`src/rtl/pipeline_skid_stage_pkg.sv`:
```
// Shared core-stage constants: payload field layout, control width and bubble encoding.
package pipeline_skid_stage_pkg;

   localparam int unsigned PC_W   = 32;
   localparam int unsigned OPA_W  = 32;
   localparam int unsigned OPB_W  = 32;
   localparam int unsigned IMM_W  = 32;
   localparam int unsigned INSN_W = 32;

   localparam int unsigned STAGE_DATA_W = PC_W + OPA_W + OPB_W + IMM_W + INSN_W;
   localparam int unsigned STAGE_CTRL_W = 16;
   localparam int unsigned OCC_W        = 2;

   // NOP, no write-back, no mem-write
   localparam logic [STAGE_CTRL_W-1:0] BUBBLE_CTRL_DEFAULT = '0;

   typedef struct packed {
      logic [PC_W-1:0]   pc;
      logic [OPA_W-1:0]  opa;
      logic [OPB_W-1:0]  opb;
      logic [IMM_W-1:0]  imm;
      logic [INSN_W-1:0] insn;
   } stage_payload_t;

endpackage

```
`src/rtl/pipeline_skid_entry.sv`:
```
// One pipeline holding register: valid, payload and control, with load and clear.
module pipeline_skid_entry
   import pipeline_skid_stage_pkg::*;
#(
   parameter int unsigned        DATA_W      = STAGE_DATA_W,
   parameter int unsigned        CTRL_W      = STAGE_CTRL_W,
   parameter logic [CTRL_W-1:0]  BUBBLE_CTRL = CTRL_W'(BUBBLE_CTRL_DEFAULT)
) (
   input  logic              clk,
   input  logic              rst,
   input  logic              clear,
   input  logic              load,
   input  logic [DATA_W-1:0] load_data,
   input  logic [CTRL_W-1:0] load_ctrl,
   output logic              valid,
   output logic [DATA_W-1:0] data,
   output logic [CTRL_W-1:0] ctrl
);

   // Clear wins over load; a cleared entry keeps its payload but shows a bubble.
   always_ff @(posedge clk) begin
      if (rst) begin
         valid <= 1'b0;
         data  <= '0;
         ctrl  <= BUBBLE_CTRL;
      end else if (clear) begin
         valid <= 1'b0;
         ctrl  <= BUBBLE_CTRL;
      end else if (load) begin
         valid <= 1'b1;
         data  <= load_data;
         ctrl  <= load_ctrl;
      end
   end

endmodule

```
`src/rtl/pipeline_skid_stage.sv`:
```
// Pipeline register stage with optional 2-entry skid buffer, flush-to-bubble and occupancy.
module pipeline_skid_stage
   import pipeline_skid_stage_pkg::*;
#(
   parameter int unsigned        DATA_W      = STAGE_DATA_W,
   parameter int unsigned        CTRL_W      = STAGE_CTRL_W,
   parameter logic [CTRL_W-1:0]  BUBBLE_CTRL = CTRL_W'(BUBBLE_CTRL_DEFAULT),
   parameter int unsigned        SKID        = 1
) (
   input  logic              clk,
   input  logic              rst,
   input  logic              flush,
   input  logic              in_valid,
   output logic              in_ready,
   input  logic [DATA_W-1:0] in_data,
   input  logic [CTRL_W-1:0] in_ctrl,
   output logic              out_valid,
   input  logic              out_ready,
   output logic [DATA_W-1:0] out_data,
   output logic [CTRL_W-1:0] out_ctrl,
   output logic              out_flushed,
   output logic [OCC_W-1:0]  occupancy
);

   localparam bit HAS_SKID = (SKID != 0);

   logic              main_valid;
   logic              skid_valid;
   logic [DATA_W-1:0] skid_data;
   logic [CTRL_W-1:0] skid_ctrl;

   logic              accept;
   logic              release_beat;
   logic              main_load;
   logic              main_clear;
   logic              main_from_skid;
   logic              skid_load;
   logic              skid_clear;
   logic              main_valid_nxt;
   logic              skid_valid_nxt;
   logic [DATA_W-1:0] main_load_data;
   logic [CTRL_W-1:0] main_load_ctrl;

   assign accept       = in_valid & in_ready & ~flush;
   assign release_beat = main_valid & out_ready & ~flush;

   // Entry steering: flush clears both, skid refills main before new input does.
   always_comb begin
      main_load      = 1'b0;
      main_clear     = flush;
      main_from_skid = 1'b0;
      skid_load      = 1'b0;
      skid_clear     = flush;
      main_valid_nxt = main_valid & ~flush;
      skid_valid_nxt = skid_valid & ~flush;
      if (!flush) begin
         if (release_beat) begin
            if (skid_valid) begin
               main_load      = 1'b1;
               main_from_skid = 1'b1;
               skid_load      = accept;
               skid_clear     = ~accept;
               skid_valid_nxt = accept;
            end else begin
               main_load      = accept;
               main_clear     = ~accept;
               main_valid_nxt = accept;
            end
         end else if (accept) begin
            if (main_valid) begin
               skid_load      = HAS_SKID;
               skid_valid_nxt = HAS_SKID;
            end else begin
               main_load      = 1'b1;
               main_valid_nxt = 1'b1;
            end
         end
      end
   end

   assign main_load_data = main_from_skid ? skid_data : in_data;
   assign main_load_ctrl = main_from_skid ? skid_ctrl : in_ctrl;

   pipeline_skid_entry #(
      .DATA_W      (DATA_W),
      .CTRL_W      (CTRL_W),
      .BUBBLE_CTRL (BUBBLE_CTRL)
   ) u_main (
      .clk       (clk),
      .rst       (rst),
      .clear     (main_clear),
      .load      (main_load),
      .load_data (main_load_data),
      .load_ctrl (main_load_ctrl),
      .valid     (main_valid),
      .data      (out_data),
      .ctrl      (out_ctrl)
   );

   pipeline_skid_entry #(
      .DATA_W      (DATA_W),
      .CTRL_W      (CTRL_W),
      .BUBBLE_CTRL (BUBBLE_CTRL)
   ) u_skid (
      .clk       (clk),
      .rst       (rst),
      .clear     (skid_clear),
      .load      (skid_load),
      .load_data (in_data),
      .load_ctrl (in_ctrl),
      .valid     (skid_valid),
      .data      (skid_data),
      .ctrl      (skid_ctrl)
   );

   assign out_valid = main_valid;

   always_ff @(posedge clk) begin
      if (rst) begin
         occupancy   <= '0;
         out_flushed <= 1'b0;
      end else begin
         occupancy   <= OCC_W'(main_valid_nxt) + OCC_W'(skid_valid_nxt);
         out_flushed <= flush;
      end
   end

   // Skid mode breaks the out_ready -> in_ready path with a register.
   generate
      if (HAS_SKID) begin : g_skid_ready
         logic ready_q;
         always_ff @(posedge clk) begin
            if (rst) ready_q <= 1'b1;
            else     ready_q <= ~skid_valid_nxt;
         end
         assign in_ready = ready_q;
      end else begin : g_reg_ready
         assign in_ready = ~main_valid | out_ready;
      end
   endgenerate

endmodule

```
`config.mk`:
```
export PLATFORM = sky130hd
export DESIGN_NAME = pipeline_skid_stage
export DESIGN_NICKNAME = d
export VERILOG_FILES = /design/src/rtl/pipeline_skid_stage_pkg.sv /design/src/rtl/pipeline_skid_entry.sv /design/src/rtl/pipeline_skid_stage.sv
export SDC_FILE = /design/constraint.sdc
export NUM_CORES = 1
export LEC_CHECK = 0
export CAP_MARGIN = 20
export CORE_MARGIN = 2
export CORE_UTILIZATION = 55
export DETAILED_ROUTE_END_ITERATION = 16
export PLACE_DENSITY = 0.82
export SKIP_LAST_GASP = 1
export SYNTH_ARGS = -nofsm -noshare
export SYNTH_HDL_FRONTEND = slang
export SYNTH_HIERARCHICAL = 1
export SYNTH_SLANG_ARGS = --single-unit
```
`constraint.sdc`:
```
create_clock -name clk -period 4.4 [get_ports clk]
set_clock_uncertainty 0.1 [all_clocks]
set_input_delay 1.1 -clock clk [delete_from_list [all_inputs] [get_ports clk]]
set_output_delay 1.1 -clock clk [all_outputs]
set_load 0.02 [all_outputs]
```
==> impl_results.md, run 1 <==
- Run status: complete, no violations
- Area contributors post-synth: dfxtp_1, nand4bb_1, nand2b_1
- Cell Area, Synth: 18200 um^2
- HPWL after DPL: 29000 um
- Worst Setup End Kind: register
- DR WL/cell: 20.1 um
- Sequential area share after synthesis: 39.4%
- Sequential Area: 7170 um^2
- Startpoint types: input port
- Total CTS buffers: 39
- Post-Layout Inst Area: 22800 um^2
- VDD IR max: 0.226 mV
- Internal Power: 5850 uW
- Final WL: 50100 um
- Final Slew Violations: 0
- Core area: 32500 um^2
- Synth area leader: dfxtp_1
- GR Overflow Total: 0
- Root Driver: clkbuf_16
- Net Sw Frac: 22.8%
- Syn Area/Cell: 10.1 um^2
- Most used DFF post-synth: dfxtp_1
- Master of the slowest instance on the critical path: clkdlybuf4s50_1
- Crit path max fanout: 177
- Final hold violations: 0
- Placed Instances: 2409
- Req. time, crit path: 4.74 ns
- Most numerous cell in the Yosys netlist: dfxtp_1
- Ys Warns: 6
- Vert. Die Dim: 186 um
- Layout Nets: 2190
- Final setup fails: 0
- Die width: 186 um
- Number of port buffers: 361
- WP buf/inv: 2
- Area of placed instances: 21500 um^2
- Post-CTS Setup Inserts: 0
- Flop pwr share: 44.0%
- First-pass GRT wire length: 77200 um
- Slew HR: 32.9%
- Worst Tran Pin Value: 1.01 ns
- Post-synth top cells: dfxtp_1, nand2b_1, nand4bb_1, o21ai_1, mux2_2
- CTS tree: yes
- Power Dens Cells: 332 nW/um^2
- CTS HTree Levels: 2
- Hold Path Class: register to register
- Post-cts resize count: 0
- MaxCap Viol Count: 0
- Syn Inst Count: 1795
- Leakage: 0.00763 uW
- #FFs+latches synth: 358
- Yosys top cell area share: 39.4%
- Vias in the first global route: 14052
- Peak Freq: 320 MHz
- Period minus WS final: 3.12 ns
- Clock slew at reported path FFs: 0.06 ns
- Via count: 14423
- Number of I/O pins: 362
- Largest net degree at the start of global routing: 194
- Num Clock Sinks: 358
- Finished Layout Cells: 2486
- DRC Markers: 0
- Hold_buf cts: 0
- Ys async rst share: 0%
- Cell variety after synth: 29
- CP arrival: 3.46 ns
- Tot Pwr: 7580 uW
- Critical path class: input port to register
- Syn Nets: 1977
- Initial DRT Pass Iterations: 5
- Skew-Pair Late Insertion Delay: 0.51 ns
- Period utilization: 70.9%
- CP top delay family: buffers and inverters
- CP peak stage delay: 0.61 ns
- Psw: 1730 uW
- Routability cong.: 0.757
- FP Rows: 66
- Fillers: 2480
- Comb power frac: 11.4%
- Starting Density: 55.9%
- RSZ-0062 raised after global routing: false
- Initial antenna violation count: 11
- P&R area growth vs syn: 25.6%
- CP Cell Sequence: clkdlybuf4s50_1, nand4b_4, a21bo_4, buf_12, nand4bb_1, o21ai_1
- Max clock buf depth: 3
- Total global-route track usage: 27.6%
- DRT antenna net count: 0
- 1st-iter DRT viols: 1076
- Vias per cell: 5.80
- Clock share of power: 44.6%
- Post-synth EDFFs: 0
- Share of layout cells above drive strength 1: 13.0%
- Area of the multi-input gates: 9880 um^2
- Fin Setup TNS: 0 ns
- Die area: 34500 um^2
[kinds of logic after synthesis]
logic type | Yosys count | synth area share (%)
multiplexers | 208 | 12.7
adder cells (fa/ha/maj) | 1 | 0.0688
flip-flops | 358 | 39.4
buffers and inverters | 208 | 6.51
AO/OA/AOI/OAI | 327 | 9.10
AND/OR/NAND/NOR | 693 | 32.2
[state kept, by name, indices dropped and copies added, names as in the netlist]
name	cells
out_flushed	1
u_main/valid	1
occupancy	2
u_skid/valid	1
u_main/ctrl	16
in_ready	1
u_skid/data	160
u_skid/ctrl	16
u_main/data	160
[per-stage QoR]
stage	worst slack (ns)	utilization (%)	hold slack, ns
3_5_place_dp	0.778	66.0	0.354
3_3_place_gp	0.848	66.0	0.348
6_report	1.28	70.1	0.361
5_1_grt	1.17	70.1	0.382
2_1_floorplan	1.58	-	0.340
4_1_cts	1.33	70.1	0.363
[power groups by stage]
stage          combinational [uW]  clock [uW]  sequential [uW]
6_report                      861        3380             3340
5_1_grt                       912        3580             3340
4_1_cts                       861        3440             3340
3_5_place_dp                  856           0             3410
3_3_place_gp                  843           0             3410
2_1_floorplan                 424           0             3470
[worst reg2reg max path: stages, from the launching register on]
cell,delay [ns]
dfxtp_1,0.49
nor2_1,0.11
a21o_4,0.43
nor2b_4,0.21
buf_12,0.58
o21ai_1,0.33
[final cells by class]
class | count | share of cell area, %
Multi-Input combinational cell | 1229 | 43.3
Sequential cell | 358 | 31.4
Timing Repair Buffer | 379 | 16.9
Clock buffer | 60 | 5.33
Tap cell | 442 | 2.42
Clock inverter | 8 | 0.504
Antenna cell | 9 | 0.0987
Inverter | 1 | 0.0164
[worst paths after layout]
check	from	end	slack [ns]	cells after the start
worst min-delay path	u_main/data[68]	u_main/data[68]	0.36	2
worst max-delay path	flush	u_main/data[27]	1.28	6
worst min register to register	u_main/data[68]	u_main/data[68]	0.36	2
worst max register to register	u_skid/valid	u_main/data[87]	2.01	5
[routing by layer]
| metal | share of wire [%] | global-route usage, % |
|---|---|---|
| met1 | 43 | 36.0 |
| met2 | 46 | 44.8 |
| met3 | 7.9 | 7.98 |
| met4 | 2.2 | 7.24 |
| met5 | 0.10 | 0 |
[cells in the final DEF, fill, tap and decap left out, types with 2 or more instances in the layout]
cell type | netlist | layout
clkdlybuf4s50_1 | 0 | 360
dfxtp_1 | 358 | 358
nand2b_1 | 320 | 320
nand4bb_1 | 320 | 320
o21ai_1 | 320 | 320
mux2_2 | 176 | 176
clkbuf_16 | 0 | 41
nor2_1 | 37 | 37
mux2i_1 | 32 | 32
clkbuf_8 | 0 | 12
diode_2 | 0 | 9
buf_4 | 14 | 9
buf_12 | 0 | 9
clkbuf_1 | 104 | 7
clkinv_2 | 0 | 5
nand2_1 | 3 | 3
nor2b_1 | 5 | 3
bufinv_16 | 0 | 3
nor2b_4 | 0 | 2
or2_1 | 2 | 2
nor2_2 | 2 | 2
No activity file was read; power rests on OpenSTA's default activity.
==> run 2: changes to the inputs <==
--- a/config.mk
+++ b/config.mk
@@ -7,9 +7,9 @@
 export LEC_CHECK = 0
 export CAP_MARGIN = 20
 export CORE_MARGIN = 2
-export CORE_UTILIZATION = 55
+export CORE_UTILIZATION = 47
 export DETAILED_ROUTE_END_ITERATION = 16
-export PLACE_DENSITY = 0.82
+export PLACE_DENSITY = 0.75
 export SKIP_LAST_GASP = 1
 export SYNTH_ARGS = -nofsm -noshare
 export SYNTH_HDL_FRONTEND = slang
==> constraint.sdc (replaced) <==
create_clock -name clk -period 2.5 [get_ports clk]
set_clock_uncertainty 0.1 [all_clocks]
set_input_delay 0.625 -clock clk [delete_from_list [all_inputs] [get_ports clk]]
set_output_delay 0.625 -clock clk [all_outputs]
set_load 0.02 [all_outputs]
==> impl_results.md, run 2 (same netlist as run 1, synthesis figures left out) <==
- Run status: complete, no violations (unchanged)
- Reg-to-reg critical path endpoint: u_main/data[35] (was u_main/data[87])
- Flop pwr share: 44.2% (was 44.0%)
- Pre-CTS WS: -0.0951 ns (was 0.778 ns)
- Skew-Pair Late Insertion Delay: 0.54 ns (was 0.51 ns)
- HPWL after DPL: 34300 um (was 29000 um)
- Period utilization: 93.6%
- Number of port buffers: 361 (unchanged)
- Commonest cells after routing, fill and taps aside: clkdlybuf4s50_1, dfxtp_1, nand2b_1, nand4bb_1, o21ai_1 (unchanged)
- Routability cong.: 0.817 (was 0.757)
- Initial DRT Pass Iterations: 5 (unchanged)
- DRT antenna net count: 0 (unchanged)
- Critical path class: register to primary output (was input port to register)
- Final WL: 52200 um (was 50100 um)
- R2R depth: 6 (was 5)
- CTS tree: yes (unchanged)
- Comb power frac: 12.3% (was 11.4%)
- CP Cell Sequence: clkdlybuf4s50_1 (was clkdlybuf4s50_1, nand4b_4, a21bo_4, buf_12, nand4bb_1, o21ai_1)
- Max clock buf depth: 3 (unchanged)
- CP top delay family: buffers and inverters (unchanged)
- Vias in the first global route: 14757 (was 14052)
- Vert. Die Dim: 201 um (was 186 um)
- Final setup margin: 0.160 ns (was 1.28 ns)
- 1st-iter DRT viols: 803 (was 1076)
- Core area: 38400 um^2 (was 32500 um^2)
- P&R area growth vs syn: 32.1% (was 25.6%)
- Master of the slowest instance on the critical path: clkdlybuf4s50_1 (unchanged)
- CTS HTree Levels: 2 (unchanged)
- Hold path start: u_skid/data[98] (was u_main/data[68])
- Register-to-register path setup slack: 0.62 ns (was 2.01 ns)
- Number of I/O pins: 362 (unchanged)
- Power Dens Cells: 553 nW/um^2 (was 332 nW/um^2)
- Largest regs: u_main/data (160), u_skid/data (160) (unchanged)
- Root Driver: clkbuf_16 (unchanged)
- Via count: 14755 (was 14423)
- GR Overflow Total: 0 (unchanged)
- RSZ-0062 raised after global routing: false (unchanged)
- Finished Layout Cells: 2657 (was 2486)
- Worst Setup End Kind: primary output (was register)
- CP startpoint: u_main/valid (was flush)
- Most common cell after layout, fill and taps aside: clkdlybuf4s50_1 (unchanged)
- Clock share of power: 43.5% (was 44.6%)
- Die width: 201 um (was 186 um)
- Hold Path Class: register to register (unchanged)
- Die area: 40300 um^2 (was 34500 um^2)
- Startpoint types: register (was input port)
- Area of placed instances: 22700 um^2 (was 21500 um^2)
- Post-Layout Inst Area: 24000 um^2 (was 22800 um^2)
- Starting Density: 47.4% (was 55.9%)
- CP arrival: 1.61 ns (was 3.46 ns)
- Psw: 3210 uW (was 1730 uW)
- Total CTS buffers: 41 (was 39)
- First-pass GRT wire length: 82500 um (was 77200 um)
- Share of layout cells above drive strength 1: 16.9% (was 13.0%)
- Slew HR: 65.6% (was 32.9%)
- Hold-critical path endpoint: u_skid/data[98] (was u_main/data[68])
- Clock slew at reported path FFs: 0.06 ns (about the same)
- Leakage: 0.00821 uW (was 0.00763 uW)
- Total global-route track usage: 24.9% (was 27.6%)
- Final Slew Violations: 0 (unchanged)
- CP peak stage delay: 0.64 ns (was 0.61 ns)
- WP buf/inv: 1 (was 2)
- Internal Power: 10100 uW (was 5850 uW)
- DR WL/cell: 19.6 um (was 20.1 um)
- Req. time, crit path: 1.77 ns (was 4.74 ns)
- MaxCap Viol Count: 0 (unchanged)
- Post-CTS Setup Inserts: 0 (unchanged)
- DRC Markers: 0 (unchanged)
- Initial antenna violation count: 8 (was 11)
- Hold Crit Depth: 2 (unchanged)
- Num Clock Sinks: 358 (unchanged)
- Peak Freq: 427 MHz
- Net Sw Frac: 24.2% (was 22.8%)
- Period minus WS final: 2.34 ns
- Placed Instances: 2576 (was 2409)
- VDD IR max: 0.462 mV (was 0.226 mV)
- FP Rows: 72 (was 66)
- Worst Tran Pin Value: 0.516 ns (was 1.01 ns)
- Crit path max fanout: 8 (was 177)
- Final setup fails: 0 (unchanged)
- RR Startpoint: u_skid/valid (unchanged)
- Largest net degree at the start of global routing: 87 (was 194)
- Vias per cell: 5.55 (was 5.80)
- Final hold violations: 0 (unchanged)
- Fin Setup TNS: 0 ns (unchanged)
- Layout Nets: 2283 (was 2190)
- Fillers: 3146 (was 2480)
==> run 2: cell types whose count changed in the layout (fill, tap and decap cells not counted), moves of 3 or more <==
cell and change:
inv_6 +3, clkinv_2 +6, buf_4 +54, buf_12 +37, clkbuf_8 -5
==> run 2: power groups by stage <==
stage	Sequential [uW]	Clock, uW	Combinational [uW]
4_1_cts	5870	5910	1640
3_3_place_gp	6000	0	1610
2_1_floorplan	6100	0	746
5_1_grt	5880	6110	1740
6_report	5870	5770	1640
3_5_place_dp	6000	0	1630
==> run 2: final cells by class <==
class	instances	area [um^2]	area share (%)
Multi-Input combinational cell	1229	9880	41.1
Clock inverter	17	126	0.526
Tap cell	518	648	2.70
Antenna cell	9	22.5	0.0938
Sequential cell	358	7170	29.9
Timing Repair Buffer	470	5010	20.9
Clock buffer	55	1150	4.78
Inverter	1	3.75	0.0156
==> run 2: how the worst max path moves through the flow <==
stage	to	slack (ns)	cells after the start
6_report	out_valid	0.16	1
5_1_grt	out_valid	0.12	1
4_1_cts	out_valid	0.008	1
3_5_place_dp	u_main/data[106]	-0.1	9
3_3_place_gp	u_main/data[140]	-0.07	7
2_1_floorplan	u_main/ctrl[10]	0.15	10
==> run 2: stage by stage <==
| stage | total power [uW] | hold WS, ns | utilization, % |
|---|---|---|---|
| 5_1_grt | 13700 | 0.377 | 62.6 |
| 2_1_floorplan | 6850 | 0.340 | - |
| 3_3_place_gp | 7610 | 0.348 | 59.2 |
| 4_1_cts | 13400 | 0.362 | 62.5 |
| 6_report | 13300 | 0.359 | 62.6 |
| 3_5_place_dp | 7630 | 0.352 | 59.2 |
==> run 2: what timing repair did <==
| item | in CTS | in global routing |
|---|---|---|
| gates resized for setup | 0 | 1 |
| hold buffers | 0 | 0 |
| setup endpoints to repair | 0 | 1 |
==> run 2: layer usage <==
layer / track usage, % / vias up / share of wire [%]
met4: 7.96 / 0 / 2.0
met5: 0 / - / 0
li1: - / 7073 / -
met3: 6.85 / 65 / 7.3
met2: 40.3 / 436 / 48
met1: 32.4 / 7181 / 43
==> run 3: changes to the inputs <==
--- a/config.mk
+++ b/config.mk
@@ -7,9 +7,9 @@
 export LEC_CHECK = 0
 export CAP_MARGIN = 20
 export CORE_MARGIN = 2
-export CORE_UTILIZATION = 47
+export CORE_UTILIZATION = 45
 export DETAILED_ROUTE_END_ITERATION = 16
-export PLACE_DENSITY = 0.75
+export PLACE_DENSITY = 0.72
 export SKIP_LAST_GASP = 1
 export SYNTH_ARGS = -nofsm -noshare
 export SYNTH_HDL_FRONTEND = slang
==> impl_results.md, run 3 (same netlist as run 1, synthesis figures left out) <==
- Critical path class: register to primary output (unchanged)
- Slew HR: 59.6% (was 65.6%)
- Final setup fails: 0 (unchanged)
- Leakage: 0.00822 uW (was 0.00821 uW)
- Core area: 39800 um^2 (was 38400 um^2)
- CP top delay family: buffers and inverters (unchanged)
- Post-layout util: 60.4% (was 62.6%)
- CP Cell Sequence: clkdlybuf4s50_1 (unchanged)
- MaxCap Viol Count: 0 (unchanged)
- DR WL/cell: 19.7 um (was 19.6 um)
- Largest net degree at the start of global routing: 93 (was 87)
- Met3 usage: 6.09% (was 6.85%)
- Hold path start: u_skid/data[134] (was u_skid/data[98])
- Crit path max fanout: 8 (unchanged)
- Layout Nets: 2285 (was 2283)
- CP arrival: 1.61 ns (about the same)
- Area of the multi-input gates: 9880 um^2 (unchanged)
- Initial antenna violation count: 3 (was 8)
- Die area: 42000 um^2 (was 40300 um^2)
- DRT antenna net count: 0 (unchanged)
- 1st-iter DRT viols: 839 (was 803)
- Register-to-register path setup slack: 0.60 ns (was 0.62 ns)
- Routing usage on met2: 40.3% (about the same)
- Reg-to-reg critical path endpoint: u_main/data[43] (was u_main/data[35])
- R2R depth: 6 (unchanged)
- FP Rows: 73 (was 72)
- Die width: 205 um (was 201 um)
- Fillers: 3390 (was 3146)
- Starting Density: 45.6% (was 47.4%)
- Hold Path Class: register to register (unchanged)
- Hold_buf cts: 0 (unchanged)
- VDD IR max: 0.382 mV (was 0.462 mV)
- Total CTS buffers: 41 (unchanged)
- Hold-critical path endpoint: u_skid/data[134] (was u_skid/data[98])
- DRC Markers: 0 (unchanged)
- Sequential Area: 7170 um^2 (unchanged)
- Max clock buf depth: 3 (unchanged)
- Root Driver: clkbuf_16 (unchanged)
- Period minus WS final: 2.33 ns (was 2.34 ns)
- Largest regs: u_main/data (160), u_skid/data (160) (unchanged)
- Most common cell after layout, fill and taps aside: clkdlybuf4s50_1 (unchanged)
- First-pass GRT wire length: 81800 um (was 82500 um)
- Num Clock Sinks: 358 (unchanged)
- Hold slack: 0.359 ns (about the same)
- Power Dens Cells: 557 nW/um^2 (was 553 nW/um^2)
- Commonest cells after routing, fill and taps aside: clkdlybuf4s50_1, dfxtp_1, nand2b_1, nand4bb_1, o21ai_1 (unchanged)
- Peak Freq: 428 MHz (was 427 MHz)
- Share of layout cells above drive strength 1: 16.6% (was 16.9%)
- Number of port buffers: 361 (unchanged)
- Total global-route track usage: 24.1% (was 24.9%)
- Post-cts resize count: 1 (was 0)
- Hold Crit Depth: 2 (unchanged)
- HPWL after DPL: 34200 um (was 34300 um)
- Vert. Die Dim: 205 um (was 201 um)
- Vias per cell: 5.53 (was 5.55)
- RR Startpoint: u_skid/valid (unchanged)
- GR Overflow Total: 0 (unchanged)
- Run status: complete, no violations (unchanged)
- CTS tree: yes (unchanged)
- Startpoint types: register (unchanged)
- Post-CTS Setup Inserts: 0 (unchanged)
- P&R area growth vs syn: 32.4% (was 32.1%)
- CTS HTree Levels: 2 (unchanged)
- Routability cong.: 0.807 (was 0.817)
- Vias in the first global route: 14948 (was 14757)
- Via count: 14708 (was 14755)
- Final Slew Violations: 0 (unchanged)
- Final WL: 52500 um (was 52200 um)
- RSZ-0062 raised after global routing: false (unchanged)
- GRT met1 Usage: 30.7% (was 32.4%)
- Master of the slowest instance on the critical path: clkdlybuf4s50_1 (unchanged)
- GRT Max-Usage Layer: met2 (unchanged)
- Initial DRT Pass Iterations: 5 (unchanged)
- Final hold violations: 0 (unchanged)
- Req. time, crit path: 1.77 ns (about the same)
- Number of I/O pins: 362 (unchanged)
- Period utilization: 93.4% (was 93.6%)
- Worst Setup End Kind: primary output (unchanged)
- WP buf/inv: 1 (unchanged)
- Skew-Pair Late Insertion Delay: 0.54 ns (about the same)
- Worst Tran Pin Value: 0.606 ns (was 0.516 ns)
- CP peak stage delay: 0.64 ns (about the same)
- Clock slew at reported path FFs: 0.05 ns (was 0.06 ns)
==> run 3: cell count changes in the layout (fill, tap and decap cells not counted) <==
cell	previous run	this run
buf_4	63	62
clkbuf_1	7	11
buf_12	46	49
diode_2	9	8
clkinv_2	11	6
inv_6	3	0
clkbuf_8	7	3
clkinvlp_4	2	1
bufinv_16	1	4
==> run 3: where the power goes <==
group | internal (uW) | switching (uW)
Clock | 3500 | 2380
Combinational | 940 | 699
Sequential | 5810 | 66.5
Total | 10200 | 3150
==> run 3: worst min-delay path, cell delays in order (launching register included) <==
cell and delay (ns):
dfxtp_1 0.31, nand2b_1 0.06, o21ai_1 0.05
==> run 3: per-stage QoR <==
step / instance area [um^2] / cells / power (uW) / worst slack [ns] / setup TNS (ns)
2_1_floorplan: 18200 / 1795 / 6850 / 0.152 / 0
3_3_place_gp: 22800 / 2585 / 7620 / -0.120 / -27.15
3_5_place_dp: 22800 / 2585 / 7630 / -0.169 / -41.48
4_1_cts: 24000 / 2651 / 13500 / 0.118 / 0
5_1_grt: 24000 / 2654 / 13800 / 0.0946 / 0
6_report: 24100 / 2659 / 13400 / 0.165 / 0
==> run 3: worst max path at each step <==
stage | start | endpoint | slack [ns] | cells after the start
floorplan | flush | u_main/ctrl[10] | 0.15 | 10
global placement | out_ready | u_main/data[130] | -0.12 | 9
detailed placement | out_ready | u_skid/data[92] | -0.17 | 9
CTS | u_main/valid | out_valid | 0.12 | 1
global route | u_main/valid | out_valid | 0.09 | 1
finish | u_main/valid | out_valid | 0.17 | 1
==> run 3: area by class of cell <==
type	instances	area share (%)
antenna	8	0.0832
clock buffer	55	4.61
clock inverter	11	0.655
inverter	1	0.0156
multi-input combinational	1229	41.1
sequential	358	29.8
tap	525	2.73
timing repair buffer	472	21.1
==> run 3: metal layers <==
| metal | up-vias | wire length [um] |
|---|---|---|
| li1 | 7088 | - |
| met1 | 7173 | 23100 |
| met2 | 387 | 25200 |
| met3 | 60 | 3300 |
| met4 | 0 | 907 |
| met5 | - | 0 |
